`src/rtl/rob_commit.sv`:
```
// Reorder-buffer retire stage: retires up to two in-order head entries per cycle,
// updates the ARAT and free list, and tracks head pointer, instret and ebreak halt.
module rob_commit #(
   parameter int ROB_DEPTH = 64,
   parameter int PC_W      = 64,
   parameter int LREG_W    = 5,
   parameter int PREG_W    = 6
) (
   input  logic                         clock,
   input  logic                         reset,
   input  logic                         h0_deq,
   input  logic                         h1_deq,
   input  logic [PC_W-1:0]              h0_pc,
   input  logic [PC_W-1:0]              h1_pc,
   input  logic [31:0]                  h0_instr,
   input  logic [31:0]                  h1_instr,
   input  logic [LREG_W-1:0]            h0_lrd,
   input  logic [LREG_W-1:0]            h1_lrd,
   input  logic [PREG_W-1:0]            h0_prd,
   input  logic [PREG_W-1:0]            h1_prd,
   input  logic [PREG_W-1:0]            h0_old_prd,
   input  logic [PREG_W-1:0]            h1_old_prd,
   input  logic                         h0_need_to_wb,
   input  logic                         h1_need_to_wb,
   input  logic                         h0_skip,
   input  logic                         h1_skip,
   output logic [$clog2(ROB_DEPTH):0]   head_ptr,
   output logic                         commit0,
   output logic                         commit1,
   output logic                         arat_wen0,
   output logic                         arat_wen1,
   output logic [LREG_W-1:0]            arat_waddr0,
   output logic [LREG_W-1:0]            arat_waddr1,
   output logic [PREG_W-1:0]            arat_wdata0,
   output logic [PREG_W-1:0]            arat_wdata1,
   output logic                         fl_rel_valid0,
   output logic                         fl_rel_valid1,
   output logic [PREG_W-1:0]            fl_rel_prd0,
   output logic [PREG_W-1:0]            fl_rel_prd1,
   input  logic                         fl_rel_ready,
   output logic [63:0]                  instret,
   output logic                         halted,
   output logic [1:0]                   dbg_valid,
   output logic [2*PC_W-1:0]            dbg_pc,
   output logic [63:0]                  dbg_instr,
   output logic [1:0]                   dbg_skip
);
   localparam int          PTR_W  = $clog2(ROB_DEPTH) + 1;
   localparam logic [31:0] EBREAK = 32'h0010_0073;

   typedef enum logic {ST_RUN, ST_HALT} state_t;

   state_t             state_q;
   logic [PTR_W-1:0]   head_q, head_d;
   logic [63:0]        instret_q, instret_d;
   logic               halted_q;
   logic [1:0]         dbg_valid_q;
   logic [2*PC_W-1:0]  dbg_pc_q, dbg_pc_d;
   logic [63:0]        dbg_instr_q, dbg_instr_d;
   logic [1:0]         dbg_skip_q, dbg_skip_d;

   logic        wr0, wr1, ebrk0, ebrk1, run, halt_d;
   logic [1:0]  retire_cnt;
   logic [1:0]  commit_v;
   logic [1:0]  skip_v;
   logic [PC_W-1:0] pc_v [2];
   logic [31:0]     instr_v [2];

   assign wr0   = h0_need_to_wb & (h0_lrd != '0);
   assign wr1   = h1_need_to_wb & (h1_lrd != '0);
   assign ebrk0 = (h0_instr == EBREAK);
   assign ebrk1 = (h1_instr == EBREAK);
   // Reset masks retirement so pending head entries are not consumed during it.
   assign run   = (state_q == ST_RUN) & ~reset;

   assign commit0 = run & h0_deq & (~wr0 | fl_rel_ready);
   assign commit1 = commit0 & h1_deq & (~wr1 | fl_rel_ready) & ~ebrk0;

   assign arat_wen0     = commit0 & wr0;
   assign arat_wen1     = commit1 & wr1;
   assign arat_waddr0   = h0_lrd;
   assign arat_waddr1   = h1_lrd;
   assign arat_wdata0   = h0_prd;
   assign arat_wdata1   = h1_prd;
   assign fl_rel_valid0 = commit0 & wr0;
   assign fl_rel_valid1 = commit1 & wr1;
   assign fl_rel_prd0   = h0_old_prd;
   assign fl_rel_prd1   = h1_old_prd;

   assign retire_cnt = {1'b0, commit0} + {1'b0, commit1};
   // Power-of-two depth: natural overflow of the extra bit gives the wrap toggle.
   assign head_d     = head_q + PTR_W'(retire_cnt);
   assign instret_d  = instret_q + 64'(retire_cnt);
   assign halt_d     = (commit0 & ebrk0) | (commit1 & ebrk1);

   assign commit_v   = {commit1, commit0};
   assign skip_v     = {h1_skip, h0_skip};
   assign pc_v[0]    = h0_pc;
   assign pc_v[1]    = h1_pc;
   assign instr_v[0] = h0_instr;
   assign instr_v[1] = h1_instr;

   for (genvar gi = 0; gi < 2; gi++) begin : g_dbg
      assign dbg_pc_d[gi*PC_W +: PC_W] = commit_v[gi] ? pc_v[gi] : '0;
      assign dbg_instr_d[gi*32 +: 32]  = commit_v[gi] ? instr_v[gi] : '0;
      assign dbg_skip_d[gi]            = commit_v[gi] & skip_v[gi];
   end

   always_ff @(posedge clock) begin
      if (reset) begin
         state_q     <= ST_RUN;
         halted_q    <= 1'b0;
         head_q      <= '0;
         instret_q   <= '0;
         dbg_valid_q <= '0;
         dbg_pc_q    <= '0;
         dbg_instr_q <= '0;
         dbg_skip_q  <= '0;
      end else begin
         head_q      <= head_d;
         instret_q   <= instret_d;
         dbg_valid_q <= commit_v;
         dbg_pc_q    <= dbg_pc_d;
         dbg_instr_q <= dbg_instr_d;
         dbg_skip_q  <= dbg_skip_d;
         unique case (state_q)
            ST_RUN: begin
               if (halt_d) begin
                  state_q  <= ST_HALT;
                  halted_q <= 1'b1;
               end
            end
            ST_HALT: begin
               state_q  <= ST_HALT;
               halted_q <= 1'b1;
            end
         endcase
      end
   end

   assign head_ptr  = head_q;
   assign instret   = instret_q;
   assign halted    = halted_q;
   assign dbg_valid = dbg_valid_q;
   assign dbg_pc    = dbg_pc_q;
   assign dbg_instr = dbg_instr_q;
   assign dbg_skip  = dbg_skip_q;
endmodule

```
`config.mk`:
```
export PLATFORM = sky130hd
export DESIGN_NAME = rob_commit
export DESIGN_NICKNAME = d
export VERILOG_FILES = /design/src/rtl/rob_commit.sv
export SDC_FILE = /design/constraint.sdc
export NUM_CORES = 1
export LEC_CHECK = 0
export ABC_AREA = 1
export BUFFER_PORTS_ARGS = -buffer_cell sky130_fd_sc_hd__clkbuf_2
export CORE_AREA = 8 8 207 209
export DETAILED_ROUTE_END_ITERATION = 16
export DIE_AREA = 0 0 215 217
export HOLD_SLACK_MARGIN = 0.06
export RECOVER_POWER = 100
export SKIP_CTS_REPAIR_TIMING = 1
export SYNTH_ARGS = -nofsm -noshare
export SYNTH_HDL_FRONTEND = slang
export SYNTH_SLANG_ARGS = --single-unit
```
`constraint.sdc`:
```
create_clock -name clock -period 3.6 [get_ports clock]
set_clock_uncertainty 0.05 [all_clocks]
set_input_delay 0.72 -clock clock [delete_from_list [all_inputs] [get_ports clock]]
set_output_delay 0.72 -clock clock [all_outputs]
set_load 0.005 [all_outputs]
```
==> results of run 1 <==
[layout by cell type, fill, tap and decap left out, drive strengths merged, types with 5 or more instances in the layout]
| cell type | n |
|---|---|
| nor3 | 24 |
| nand3 | 52 |
| nand4 | 26 |
| clkbuf | 546 |
| nand3b | 6 |
| ha | 6 |
| dfxtp | 269 |
| o21ai | 20 |
| a21oi | 52 |
| xnor2 | 5 |
| nor2 | 346 |
| nand2 | 203 |
| or2 | 6 |
| clkinv | 6 |
| inv | 306 |
| buf | 6 |
[sequential cells by signal, summed over array words and instances, names as in the netlist]
name,flops
head_ptr,7
instret,64
halted,1
dbg_valid,2
state_q,1
dbg_skip,2
dbg_instr,64
dbg_pc,128
[per-stage QoR]
stage	instances	power (mW)	utilization	area [um2]	hold slack [ns]
floorplan	1394	3.295	-	10290	0.3979
detailed placement	2364	3.537	0.3334	13160	0.4045
global route	2420	6.855	0.3498	13800	0.2783
finish	2420	6.603	0.3498	13800	0.3021
global placement	2364	3.532	0.3334	13160	0.4003
CTS	2420	6.725	0.3593	14180	0.2607
[final cells by class]
| class | instances | area (um2) | area share |
|---|---|---|---|
| clock buffer | 43 | 870.8 | 0.06309 |
| clock inverter | 13 | 151.4 | 0.01097 |
| inverter | 305 | 1145 | 0.08295 |
| multi-input combinational | 756 | 3358 | 0.2433 |
| sequential | 269 | 5385 | 0.3902 |
| tap | 525 | 656.9 | 0.04759 |
| timing repair buffer | 509 | 2235 | 0.1619 |
[report_power, final]
part	total (mW)	leakage, nW	internal [mW]	switching, mW
Combinational	0.378	3.81	0.158	0.220
Sequential	3.07	2.18	3.05	0.0228
Clock	3.16	0.497	1.89	1.26
Total	6.60	6.49	5.10	1.51
[worst max path at each step]
stage	from	endpoint	slack (ns)	cells past startpoint
floorplan	reset	instret[28]	0.33	18
finish	h0_instr[9]	dbg_pc[85]	0.43	11
global placement	h1_lrd[1]	instret[50]	0.06	20
global route	h0_instr[9]	dbg_pc[85]	0.18	11
detailed placement	h0_instr[9]	instret[62]	0.02	19
CTS	h0_instr[9]	fl_rel_valid1	0.59	11
[per-layer routing]
metal | routed length [um] | share of wire | global-route usage | vias up
li1 | - | - | - | 5043
met1 | 17090 | 0.40 | 0.2024 | 4684
met2 | 20560 | 0.48 | 0.3004 | 401
met3 | 3719 | 0.087 | 0.05035 | 72
met4 | 1299 | 0.030 | 0.05674 | 4
met5 | 27 | 0.00063 | 0 | -
[critical path, cell delays in order]
cell and delay (ns):
clkbuf_1 0.10, nor2_1 0.23, nand2_1 0.08, nor2_1 0.17
nand2_1 0.07, nor2_1 0.14, nor2_1 0.11, nand2_4 0.08
buf_4 0.29, clkbuf_2 1.14, nor2_1 0.27
[logic make-up after synthesis]
| logic type | after synthesis | synth area share |
|---|---|---|
| flops | 269 | 0.5232 |
| compound gates | 76 | 0.03793 |
| buf+inv | 369 | 0.1493 |
| fa+ha+maj | 7 | 0.009239 |
| xor+xnor | 8 | 0.006808 |
| simple gates | 665 | 0.2735 |
==> impl_metrics.env, run 1 <==
export IMPL_dp_hpwl_um=35450
export IMPL_ys_seq_elements=269
export IMPL_maxCapViolCount=1
export IMPL_gp_congestion=0.8845
export IMPL_arrival_ns=3.46
export IMPL_n_antenna_cell=0
export IMPL_hold_depth=3
export IMPL_cts_sinks=269
export IMPL_worst_slack_ns=0.4283
export IMPL_ant_nets=0
export IMPL_clk_pin_slew_ns=0.06
export IMPL_first_pass_iters=5
export IMPL_rrSetupSlack_ns=0.49
export IMPL_cellLeakagePower_nw=6.489
export IMPL_dp_slack_ns=0.02441
export IMPL_gr_total_overflow=0
export IMPL_cp_required_ns=3.88
export IMPL_setup_viol=0
export IMPL_crit_path_start_kind="input port"
export IMPL_cts_buffers=30
export IMPL_grt_pass1_vias=10060
export IMPL_finalHoldViolCount=0
export IMPL_grt_total_usage=0.1727
export IMPL_yosysWarnings=0
export IMPL_hp_class="input port to register"
export IMPL_cts_root_buf="clkbuf_16"
export IMPL_yosysTopAreaCellShare=0.5232
export IMPL_insertion_delay_ns=0.56
export IMPL_grt_max_degree=75
export IMPL_finalNetCount=2113
export IMPL_period_needed_ns=3.172
export IMPL_vias_per_cell=4.217
export IMPL_fillers=4412
export IMPL_drive_gt1_frac=0.1731
export IMPL_ios=543
export IMPL_ff2ff_path_depth=16
export IMPL_p_per_area_nw_per_um2=478.4
export IMPL_h_tree_depth=1
export IMPL_critPathCaptureType="register"
export IMPL_routed_wl_um=42700
export IMPL_die_area_um2=46660
export IMPL_cts_tree="built"
export IMPL_min_from="h1_pc[25]"
export IMPL_ys_types=29
export IMPL_grt_pass1_wl_um=62490
export IMPL_wire_per_inst_um=17.64
export IMPL_io_buffers=494
export IMPL_yosysSeqAreaShare=0.5232
export IMPL_num_vias=10200
export IMPL_violations="capacitance limit, slew limit"
export IMPL_syn_area_um2=10290
export IMPL_rsz0062_at_grt="false"
export IMPL_tns_ns=0
export IMPL_holdPathEnd="dbg_pc[89]"
export IMPL_r2r_end="instret[62]"
export IMPL_crit_fanout=74
export IMPL_clockBufferDepth=3
export IMPL_max_freq_mhz=315.3
export IMPL_syn_area_per_cell_um2=7.383
export IMPL_placementRows=73
export IMPL_drcViolationCount=0
export IMPL_area_growth_pct=34.10
export IMPL_antenna_found_initial=3
export IMPL_critPathKind="input port to register"
export IMPL_worst_slew_margin_rel=-0.002981
export IMPL_status="finished, violations left"
export IMPL_yosysTopAreaCell="dfxtp_1"
export IMPL_postSynthCellCount=1394
export IMPL_worst_pin_slew_ns=1.504
export IMPL_report_final_slew_viol_count=74
export IMPL_core_area_um2=39460
export IMPL_r2r_start="state_q"
export IMPL_synthTopCellsByArea="dfxtp_1, nor2_1, inv_1"
export IMPL_start_util=0.2608
export IMPL_fp_dieH_um=217
export IMPL_yosysMostFrequentCell="nor2_1"
export IMPL_synth_fp_nets=1636
export IMPL_min_period_over_period=0.8810
export IMPL_ir_drop_v=0.0003435
export IMPL_drt_iter0_drc=682
export IMPL_synth_common_cells="nor2_1, inv_1, dfxtp_1"
export IMPL_synth_edf_count=0
export IMPL_die_x_um=215
export IMPL_synthArstFlopShare=0
export IMPL_synthFlopType="dfxtp_1"
(Power assumes the default switching activity.)
==> run 2, diff against run 1 <==
- ABC_AREA: 1 -> not set
- PLACE_DENSITY: not set -> 0.58
==> run 2 against run 1 <==
The run ends with setup timing left; clock power shrank 7.9%; die area is the same; fmax down 16%; cell count fell by 20%.
==> impl_metrics.env, run 2 <==
export IMPL_status="finished, violations left"
export IMPL_violations="setup timing"
export IMPL_postSynthCellCount=875
export IMPL_synth_fp_nets=1117
export IMPL_fillers=4171
export IMPL_yosysTopAreaCellShare=0.5873
export IMPL_grt_pass1_wl_um=54600
export IMPL_grt_total_usage=0.1525
export IMPL_min_period_over_period=1.044
export IMPL_synthArstFlopShare=0
export IMPL_cts_tree="built"
export IMPL_cts_root_buf="clkbuf_16"
export IMPL_die_area_um2=46660
export IMPL_ys_types=46
export IMPL_drive_gt1_frac=0.4506
export IMPL_core_area_um2=39460
export IMPL_critPathKind="input port to register"
export IMPL_synthFlopType="dfxtp_1"
export IMPL_synthTopCellsByArea="dfxtp_1, and2_1, buf_4"
export IMPL_grt_pass1_vias=8461
export IMPL_first_pass_iters=4
export IMPL_syn_area_um2=9170
export IMPL_syn_area_per_cell_um2=10.48
export IMPL_ir_drop_v=0.0003531
export IMPL_tns_ns=-1.164
export IMPL_drcViolationCount=0
export IMPL_clk_pin_slew_ns=0.06
export IMPL_cp_required_ns=4.03
export IMPL_worst_pin_slew_ns=0.8564
export IMPL_gp_congestion=0.8409
export IMPL_drt_iter0_drc=432
export IMPL_h_tree_depth=1
export IMPL_yosysTopAreaCell="dfxtp_1"
export IMPL_setup_viol=9
export IMPL_critPathCaptureType="register"
export IMPL_worst_slew_margin_rel=0.4291
export IMPL_design_area_um2=13390
export IMPL_arrival_ns=4.19
export IMPL_start_util=0.2324
export IMPL_placementRows=73
export IMPL_largest_register_ffs=128
export IMPL_p_per_area_nw_per_um2=474.8
export IMPL_dp_hpwl_um=30580
export IMPL_critical_path_cell_chain="buf_6, or4_4, o21ai_4, o211a_4, nor3b_4, ha_4, xor2_2, ha_2, a21o_4, nand4_4, or4_4, buf_12, or4_1, a21oi_1"
export IMPL_routed_wl_um=37940
export IMPL_yosysMostFrequentCell="dfxtp_1"
export IMPL_io_buffers=494
export IMPL_finalPower_mw=6.358
export IMPL_placed_cell_area_um2=12260
export IMPL_ant_nets=0
export IMPL_finalHoldViolCount=0
export IMPL_critPathMaxStageDelay_ns=0.57
export IMPL_insertion_delay_ns=0.55
export IMPL_antenna_found_initial=2
export IMPL_report_final_slew_viol_count=0
export IMPL_cts_sinks=269
export IMPL_cp_slowest_cell="or4_4"
export IMPL_finalNetCount=1621
export IMPL_crit_fanout=6
export IMPL_ios=543
export IMPL_rsz0062_at_grt="true"
export IMPL_clockBufferDepth=3
export IMPL_maxCapViolCount=0
export IMPL_die_x_um=215
export IMPL_num_vias=8043
export IMPL_yosysSeqAreaShare=0.5873
export IMPL_final_cell_mix="clkbuf_2, dfxtp_1, and2_1, buf_4, nor2_1"
export IMPL_period_needed_ns=3.758
export IMPL_final_common_cell="clkbuf_2"
export IMPL_dp_slack_ns=-0.7972
export IMPL_cellLeakagePower_nw=6.213
export IMPL_fp_dieH_um=217
export IMPL_crit_top_cell="or4_4"
export IMPL_max_freq_mhz=266.1
export IMPL_gr_total_overflow=0
export IMPL_synth_edf_count=0
export IMPL_worst_slack_ns=-0.1581
export IMPL_hp_class="input port to register"
export IMPL_ys_seq_elements=269
export IMPL_cts_buffers=30
export IMPL_grt_max_degree=99
export IMPL_crit_path_start_kind="input port"
export IMPL_yosysWarnings=0
export IMPL_synth_common_cells="dfxtp_1, and2_1, nor2_1"
export IMPL_vias_per_cell=4.180
export IMPL_wire_per_inst_um=19.72
export IMPL_area_growth_pct=46.05
==> run 2: changes by cell type in the layout (fill, tap and decap cells not counted), sizes merged, moves of 16 or more <==
| cell | before | now |
|---|---|---|
| a21oi | 52 | 32 |
| and2 | 1 | 201 |
| buf | 6 | 57 |
| inv | 306 | 8 |
| nand2 | 203 | 21 |
| nand3 | 52 | 24 |
| nor2 | 346 | 45 |
| nor3 | 24 | 8 |
| or4 | 0 | 18 |
| xor2 | 3 | 24 |
==> run 2: cells by family (layout without fill, tap and decap cells) <==
| kind of cell | count (synthesis) | in the layout | share of synthesized area |
|---|---|---|---|
| simple gates | 408 | 408 | 0.2684 |
| flops | 269 | 269 | 0.5873 |
| buf+inv | 84 | 607 | 0.05308 |
| compound gates | 69 | 69 | 0.04380 |
| xor+xnor | 35 | 35 | 0.03343 |
| fa+ha+maj | 7 | 7 | 0.01037 |
| mux | 3 | 3 | 0.003684 |
| other cells | 0 | 1 | 0 |
==> run 2: power by group <==
part / internal, mW / switching [mW] / total, mW / leakage [nW]
logic: 0.204 / 0.181 / 0.385 / 3.57
registers: 3.05 / 0.0228 / 3.07 / 2.18
clock network: 1.68 / 1.22 / 2.91 / 0.458
==> run 2: worst paths after layout <==
check	depth (start not counted)	slack, ns	start	endpoint
worst max-delay path	14	-0.16	h0_lrd[3]	instret[60]
worst min-delay path	2	0.31	h0_pc[17]	dbg_pc[17]
worst max register to register	13	0.29	state_q	instret[60]
worst min register to register	2	0.41	halted	halted
==> run 2: per-layer routing <==
| metal | vias to the layer above | track usage | share of wire |
|---|---|---|---|
| met5 | - | 0 | 0.00034 |
| met4 | 2 | 0.03200 | 0.015 |
| met3 | 37 | 0.06574 | 0.10 |
| met2 | 333 | 0.2763 | 0.51 |
| met1 | 3772 | 0.1637 | 0.37 |
| li1 | 3899 | - | - |
==> run 2: through the flow <==
step | instances | hold slack (ns) | util
after global routing | 1923 | 0.2700 | 0.3394
after floorplan | 875 | 0.4067 | -
after global placement | 1864 | 0.4095 | 0.3106
after CTS | 1915 | 0.2613 | 0.3340
final | 1924 | 0.3120 | 0.3394
after detailed placement | 1864 | 0.4128 | 0.3106
==> run 2: final cells by class <==
type / instances / area, um2 / share of cell area
Antenna cell: 1 / 2.502 / 0.0001868
Clock buffer: 45 / 888.4 / 0.06633
Clock inverter: 6 / 33.78 / 0.002522
Inverter: 8 / 30.03 / 0.002242
Multi-Input combinational cell: 522 / 3425 / 0.2557
Sequential cell: 269 / 5385 / 0.4021
Tap cell: 525 / 656.9 / 0.04905
Timing Repair Buffer: 548 / 2972 / 0.2219
==> run 2: critical path, delay by kind of cell <==
kind            cells  cell delay [ns]
xor+xnor            1             0.16
buf+inv             2             0.24
compound gates      4             0.65
simple gates        5             2.02
fa+ha+maj           2             0.40
